--- config.mk ---
export PLATFORM = sky130hd
export DESIGN_NAME = stopwatch_ctrl
export DESIGN_NICKNAME = d
export VERILOG_FILES = /design/src/rtl/stopwatch_ctrl.sv
export SDC_FILE = /design/constraint.sdc
export NUM_CORES = 1
export LEC_CHECK = 0
export CAP_MARGIN = 15
export CORE_AREA = 2 2 89 91
export CTS_CLUSTER_SIZE = 30
export DETAILED_ROUTE_END_ITERATION = 6
export DIE_AREA = 0 0 91 93
export GPL_TIMING_DRIVEN = 0
export PLACE_DENSITY_LB_ADDON = 0.15
export SLEW_MARGIN = 40
export SYNTH_ARGS = -nofsm -noshare
export SYNTH_HDL_FRONTEND = slang
export SYNTH_SLANG_ARGS = --single-unit
--- constraint.sdc ---
create_clock -name i_clk -period 3.1 [get_ports i_clk]
set_input_delay 0.62 -clock i_clk [delete_from_list [all_inputs] [get_ports i_clk]]
set_output_delay 0.62 -clock i_clk [all_outputs]
set_load 0.02 [all_outputs]
--- src/rtl/stopwatch_ctrl.sv ---
// Run/stop/lap controller for the board stopwatch: button conditioning,
// four-state sequencer, count-tick divider and lap/live display selection.

module stopwatch_debounce #(
  parameter int CYCLES = 1000000
) (
  input  logic i_clk,
  input  logic i_rst_n,
  input  logic i_btn,
  output logic o_press
);
  localparam int CW = $clog2(CYCLES);
  localparam logic [CW-1:0] CNT_LAST = CW'(CYCLES - 1);

  logic          r_sync1;
  logic          r_sync2;
  logic          r_level;
  logic          r_press;
  logic [CW-1:0] r_cnt;

  // Synchronize, then accept a new level only after CYCLES stable samples.
  always_ff @(posedge i_clk or negedge i_rst_n) begin
    if (!i_rst_n) begin
      r_sync1 <= 1'b0;
      r_sync2 <= 1'b0;
      r_level <= 1'b0;
      r_press <= 1'b0;
      r_cnt   <= '0;
    end else begin
      r_sync1 <= i_btn;
      r_sync2 <= r_sync1;
      r_press <= 1'b0;
      if (r_sync2 != r_level) begin
        if (r_cnt == CNT_LAST) begin
          r_level <= r_sync2;
          r_cnt   <= '0;
          r_press <= r_sync2;
        end else begin
          r_cnt <= r_cnt + CW'(1);
        end
      end else begin
        r_cnt <= '0;
      end
    end
  end

  assign o_press = r_press;
endmodule

module stopwatch_ctrl #(
  parameter int TICK_DIV        = 1000000,
  parameter int DEBOUNCE_CYCLES = 1000000
) (
  input  logic        i_clk,
  input  logic        i_rst_n,
  input  logic        i_btn_start,
  input  logic        i_btn_lap,
  input  logic [15:0] i_digits_live,
  output logic        o_tick,
  output logic        o_count_clr,
  output logic [15:0] o_digits_out,
  output logic [3:0]  o_dp_n,
  output logic [1:0]  o_state
);
  localparam int DW = $clog2(TICK_DIV);
  localparam logic [DW-1:0] DIV_LAST = DW'(TICK_DIV - 1);

  typedef enum logic [1:0] {
    S_IDLE = 2'b00,
    S_RUN  = 2'b01,
    S_LAP  = 2'b10,
    S_STOP = 2'b11
  } state_t;

  state_t        r_state;
  state_t        w_next;
  logic          w_start;
  logic          w_lap;
  logic          w_lap_ev;
  logic [15:0]   r_lap;
  logic [DW-1:0] r_div;
  logic          r_clr;

  stopwatch_debounce #(.CYCLES(DEBOUNCE_CYCLES)) u_db_start (
    .i_clk   (i_clk),
    .i_rst_n (i_rst_n),
    .i_btn   (i_btn_start),
    .o_press (w_start)
  );

  stopwatch_debounce #(.CYCLES(DEBOUNCE_CYCLES)) u_db_lap (
    .i_clk   (i_clk),
    .i_rst_n (i_rst_n),
    .i_btn   (i_btn_lap),
    .o_press (w_lap)
  );

  // Start has priority: a lap press in the same cycle is dropped.
  assign w_lap_ev = w_lap & ~w_start;

  // State register.
  always_ff @(posedge i_clk or negedge i_rst_n) begin
    if (!i_rst_n) begin
      r_state <= S_IDLE;
    end else begin
      r_state <= w_next;
    end
  end

  // Next-state decode from debounced press events.
  always_comb begin
    w_next = r_state;
    case (r_state)
      S_IDLE: begin
        if (w_start) w_next = S_RUN;
        else         w_next = S_IDLE;
      end
      S_RUN: begin
        if (w_start)       w_next = S_STOP;
        else if (w_lap_ev) w_next = S_LAP;
        else               w_next = S_RUN;
      end
      S_LAP: begin
        if (w_start)       w_next = S_STOP;
        else if (w_lap_ev) w_next = S_RUN;
        else               w_next = S_LAP;
      end
      S_STOP: begin
        if (w_start)       w_next = S_RUN;
        else if (w_lap_ev) w_next = S_IDLE;
        else               w_next = S_STOP;
      end
      default: w_next = S_IDLE;
    endcase
  end

  // Lap snapshot and one-shot counter clear, both tied to the transition edge.
  always_ff @(posedge i_clk or negedge i_rst_n) begin
    if (!i_rst_n) begin
      r_lap <= 16'h0000;
      r_clr <= 1'b0;
    end else begin
      r_clr <= (r_state == S_STOP) && (w_next == S_IDLE);
      if ((r_state == S_RUN) && (w_next == S_LAP)) begin
        r_lap <= i_digits_live;
      end else begin
        r_lap <= r_lap;
      end
    end
  end

  // Tick divider: runs in RUN/LAP, holds in STOP so resume keeps the partial period.
  always_ff @(posedge i_clk or negedge i_rst_n) begin
    if (!i_rst_n) begin
      r_div <= '0;
    end else if ((r_state == S_IDLE) || (w_next == S_IDLE)) begin
      r_div <= '0;
    end else if ((r_state == S_RUN) || (r_state == S_LAP)) begin
      if (r_div == DIV_LAST) r_div <= '0;
      else                   r_div <= r_div + DW'(1);
    end else begin
      r_div <= r_div;
    end
  end

  // Outputs decoded from registered state only.
  always_comb begin
    o_tick       = 1'b0;
    o_dp_n       = 4'b1011;
    o_digits_out = i_digits_live;
    case (r_state)
      S_RUN: begin
        o_tick = (r_div == DIV_LAST);
      end
      S_LAP: begin
        o_tick       = (r_div == DIV_LAST);
        o_dp_n       = 4'b1010;
        o_digits_out = r_lap;
      end
      default: begin
        o_tick       = 1'b0;
        o_dp_n       = 4'b1011;
        o_digits_out = i_digits_live;
      end
    endcase
  end

  assign o_count_clr = r_clr;
  assign o_state     = r_state;
endmodule

* Word level (Yosys, flattened, before mapping)
Cells that the tools add are included.
** Storage, ports and cells
- Bits in registers :: 87
- Logic and storage cells :: 60
- Input bits :: 20
- Output and inout bits :: 24
** Operators by class
- Bitwise gates (word level) :: 2
- Mux-type cells :: 22
- Equality and inequality tests :: 9
- Add/sub/neg operators :: 3
- Reduce and logical (&&, ||, !) cells :: 10
** Operators by type and width (count)
- 20-bit 2-to-1 mux :: 7
- 20-bit by 1-bit adder with 20-bit output (second input constant) :: 3
- 20-bit equality test (second input constant) :: 3
- 16-bit 2-to-1 mux :: 1
- 2-bit 2-to-1 mux :: 6
- 2-bit one-hot mux with 4 select lines :: 1
- 1-bit 2-to-1 mux :: 7
- 2-bit equality test (second input constant) :: 3
- 2-bit zero test :: 2
- 2-bit AND reduction :: 2
- 2-bit by 1-bit equality test with 1-bit output (second input constant) :: 1
- 1-bit logical AND :: 2
- 1-bit logical OR :: 2
- 1-bit != test :: 2
- 2-bit nonzero test :: 1
- 2-bit OR reduction :: 1
- 1-bit bitwise AND :: 1
- 1-bit inverter :: 1

* Logic depth before layout (Yosys ltp)
- Depth in word-level cells :: 8
- Mapped depth :: 8

* By module
From an unflattened synthesis, not the netlist that was laid out.
** Unflattened totals
- Cell total of the unflattened synthesis :: 436
- Area, all modules :: 4668.2 um^2
** By module, submodules not included
- stopwatch_debounce :: instances 2, cells an instance 107, area an instance 1184.9 um^2
- stopwatch_ctrl :: instances 1, cells an instance 222, area an instance 2298.5 um^2

* Worst setup path after synthesis
No wires, ideal clock.
- Kind :: reg2out
- From :: register r_div[0]
- To :: output port o_tick
- Setup slack :: 795 ps
- Stages on the path, launching flop included :: 8
- Arrival time :: 1685 ps
- Data required time :: 2480 ps
- Path through :: dfrtp_1 ha_1 and4_1 nand4_1 nand3b_1 buf_2 buf_1 nor2_1
** On the way
- Word-level cells in the longest chain between the ends :: 2
** Ends and longest elaborated chain
- start, declared :: line 81 : logic [DW-1:0] r_div;
- start signal, assigned :: line 160 : else r_div <= r_div + DW'(1);
- start signal, assigned :: line 162 : r_div <= r_div;
- 20-bit equality test :: line 173, 176
- 1-bit 2-to-1 mux
- end, declared :: line 59 : output logic o_tick,
No other way between the ends.

* Final worst setup path
- From :: register r_state[0], in the netlist o_state[0]
- To :: output port o_digits_out[2]
** On the way
- Word-level cells in the longest chain between the ends :: 2
** Ends and longest elaborated chain
- start, declared :: line 75 : state_t r_state;
- start signal, assigned :: line 106 : r_state <= w_next;
- 2-bit equality test :: line 171 : case (r_state)
- 16-bit 2-to-1 mux :: line 171
- end, declared :: line 61 : output logic [15:0] o_digits_out,
No other way between the ends.

==> results.py <==
metrics = {
    "place": {
        "dp_hpwl_mm": 6.100,
        "gp_congestion": 0.8846,
        "numPortBuffers": 40,
        "dp_cells": 567,
        "placed_area_sq_um": 4975,
    },
    "global_route": {
        "grt_max_degree": 49,
        "antenna_found_initial": 0,
        "overflow": 0,
        "grt_pass1_wl_mm": 15.77,
        "grtUsageTotal_pct": 23.21,
        "first_global_vias": 3323,
    },
    "floorplan": {
        "die_y_um": 93,
        "std_cell_rows": 32,
        "core_area_sq_um": 7527,
        "io_pins": 44,
        "die_area_sq_um": 8463,
        "die_w_um": 91,
        "start_util_pct": 58.58,
    },
    "yosys": {
        "syn_inst": 423,
        "yosysWarnings": 0,
        "async_flop_share_pct": 100.0,
        "syn-cell-area_sq_um": 4409,
        "ys_seq_elements": 87,
        "synth-main-ff-cell": "dfrtp_1",
        "synth_edf_count": 0,
        "synth-seq-area-share_pct": 49.38,
        "syn_area_per_cell_sq_um": 10.42,
        "netlist-cell-type-count": 54,
    },
    "critical_path": {
        "slowest_stage": "clkdlybuf4s50_1",
        "end_kind": "output port",
        "crit_fanout": 19,
        "cp_top_family": "buffers and inverters",
        "max_stage_delay_ns": 0.55,
        "path_cells": "inv_1, ha_1, buf_2, mux2_2, clkdlybuf4s50_1",
        "required_ns": 2.48,
        "path_class": "register to output port",
        "cp-start-kind": "register",
        "cp_data_arrival_time_ns": 2.31,
        "critPathBufInv": 3,
    },
    "clock_tree": {
        "clock_sinks": 87,
        "cts_buffer_depth": 2,
        "clock_latency_ns": 0.35,
        "cts_tree": "done",
        "clk_pin_slew_ns": 0.09,
        "root_buffer": "clkbuf_8",
        "numCtsBuffers": 9,
        "ctsHtreeMaxLevel": 3,
        "postCtsSetupRepairBufs": 0,
        "cts_hold_buf": 0,
    },
    "pwr": {
        "internal-power_mw": 1.806,
        "pwr-share-seq_pct": 50.9,
        "ir_worst_vdd_uv": 328.6,
        "p_total_mw": 2.293,
        "power_density_nw_per_um2": 438.7,
        "switching_share_pct": 21.25,
        "power.leakage_nw": 2.158,
        "p_clk_share_pct": 42.9,
        "comb_power_share_pct": 6.2,
        "p_switching_uw": 487.3,
    },
    "layout": {
        "drive_gt1_share_pct": 15.45,
        "nets": 501,
        "seqCellArea_sq_um": 2177,
        "design_area_sq_um": 5228,
        "area_delta_synth_final_pct": 18.56,
        "antenna_cells": 0,
        "layoutNonFillerInstCount": 581,
        "filler_cell_count": 580,
        "multi_input_area_sq_um": 2115,
    },
    "run_status": {
        "status": "complete, no violations",
    },
    "sta": {
        "finalClockSkew_ns": 0.01070,
        "hold_violations": 0,
        "period_needed_ns": 2.933,
        "grt_setup_unrepaired": "false",
        "setup_viol": 0,
        "fin_crit_sh_pct": 94.63,
        "final-max-slew-violation-count": 0,
        "worst_hold_slack_ns": 0.1590,
        "fmax_ghz": 0.3409,
        "tightestPinTransition_ns": 0.7520,
        "max_slew_margin_pct": 49.40,
    },
    "flow_run": {
        "cap_viol_max_count": 0,
    },
    "routing": {
        "vias": 3314,
        "drt_pass1_iterations": 5,
        "viasPerCell": 5.704,
        "routedWlPerCell_um": 15.22,
        "wl_mm": 8.843,
        "drtIter0Drc": 200,
        "ant_nets": 0,
        "drc": 0,
    },
    "worst_hold_path": {
        "hold_path.class": "input port to async pin",
    },
}
per-stage QoR:
step           setup WS [ns]  TNS [ns]  utilization, %
6_report              0.1665         0           69.45
4_1_cts               0.1341         0           69.37
3_3_place_gp          -1.690   -146.66           65.64
3_5_place_dp          0.1031         0           66.09
2_1_floorplan         0.7955         0               -
5_1_grt              0.02005         0           69.45
cell usage after synthesis (all sizes together) (2+ instances only):
cell type  number  area [sq um]
dfrtp          87          2177
nor2           61         229.0
mux2           34         420.4
nand3          31         160.1
nand2          27         103.9
xor2           21         183.9
xnor2          19         166.4
a31oi          17         106.4
nand4          14         87.58
nor3           12         70.07
buf            11         67.56
inv            11         41.29
and3            9         56.30
ha              7         87.58
clkbuf          5         20.01
nand3b          5         37.54
nor4            5         37.53
or2             4         25.02
and4            3         26.28
mux2i           3         30.03
o211ai          3         22.52
or3             3         18.77
a211oi          2         20.02
a21oi           2         10.01
a32oi           2         17.52
conb            2         7.510
nand2b          2         12.51
nor3b           2         15.01
nor4b           2         17.52
o22ai           2         12.51
o31ai           2         15.01
worst register-to-register path, stage by stage (launching register included):
cell	delay (ns)
dfrtp_1	0.42
inv_1	0.09
ha_1	0.14
buf_2	0.37
a211oi_1	0.18
nor3_2	0.55
buf_2	0.37
a31oi_1	0.13
a31oi_1	0.17
registers in the layout, indices dropped and copies added, names as in the netlist, 2 cells and up:
register,flops
r_div,20
o_state,2
u_db_start.r_cnt,20
u_db_lap.r_cnt,20
r_lap,16
final timing paths:
| kind | startpoint | endpoint | slack (ns) | cells after the start |
|---|---|---|---|---|
| setup / recovery | o_state[0] | o_digits_out[2] | 0.17 | 5 |
| hold / removal | i_rst_n | r_div[18] | 0.16 | 1 |
| setup reg to reg | o_state[0] | r_div[3] | 0.61 | 8 |
| hold reg to reg | u_db_start.r_sync1 | u_db_start.r_sync2 | 0.35 | 0 |
| max in group asynchronous | i_rst_n | u_db_lap.r_cnt[1] | 2.38 | 2 |
| min in group i_clk | u_db_start.r_sync1 | u_db_start.r_sync2 | 0.35 | 0 |
routing by layer:
metal / track usage, % / share of wire, % / vias to the layer above
met2: 37.96 / 48 / 77
met3: 4.996 / 3.8 / 15
met5: 0 / 0 / -
met4: 7.702 / 1.7 / 0
met1: 31.13 / 46 / 1625
li1: - / - / 1597
repair_timing:
item,4_1_cts,5_1_grt
resized for setup,1,3
endpoints found under the setup margin,11,1
endpoints found under the hold margin,0,0
cell type report:
class | count | share of cell area (%)
Sequential cell | 87 | 41.65
Multi-Input combinational cell | 310 | 40.45
Timing Repair Buffer | 41 | 8.210
Clock buffer | 11 | 2.896
Tap cell | 102 | 2.441
Clock inverter | 5 | 1.987
Buffer | 14 | 1.580
Inverter | 11 | 0.7899
power groups by stage:
| stage | clock network (mW) | logic [mW] | registers [mW] |
|---|---|---|---|
| 2_1_floorplan | 0 | 0.0634 | 1.19 |
| 3_3_place_gp | 0 | 0.138 | 1.19 |
| 3_5_place_dp | 0 | 0.145 | 1.19 |
| 4_1_cts | 0.996 | 0.146 | 1.17 |
| 5_1_grt | 1.05 | 0.157 | 1.17 |
| 6_report | 0.984 | 0.142 | 1.17 |
layout by cell type, fill, tap and decap left out, types with 4 or more instances in the layout:
master           instances
dfrtp_1                 87
nor2_1                  61
clkdlybuf4s50_1         38
nand3_1                 30
nand2_1                 26
mux2_2                  24
xor2_1                  21
xnor2_1                 19
a31oi_1                 17
nand4_1                 14
inv_1                   11
clkbuf_8                11
mux2_4                  10
nor3_1                   9
and3_1                   9
ha_1                     6
nand3b_1                 5
nor4_1                   4
buf_4                    4
or2_2                    4
clkbuf_1                 4
cells by family (layout without fill, tap and decap cells):
family,after synthesis,in the layout,share of synthesized area [%]
buffers and inverters,27,82,2.923
and+or+nand+nor,185,185,21.28
xor gates and xnor gates,40,40,7.946
adders and majority gates,7,7,1.986
DFF,87,87,49.38
AOI/OAI and AO/OA,38,38,6.101
other,2,3,0.1703
muxes,37,37,10.22
(Power assumes the default switching activity.)
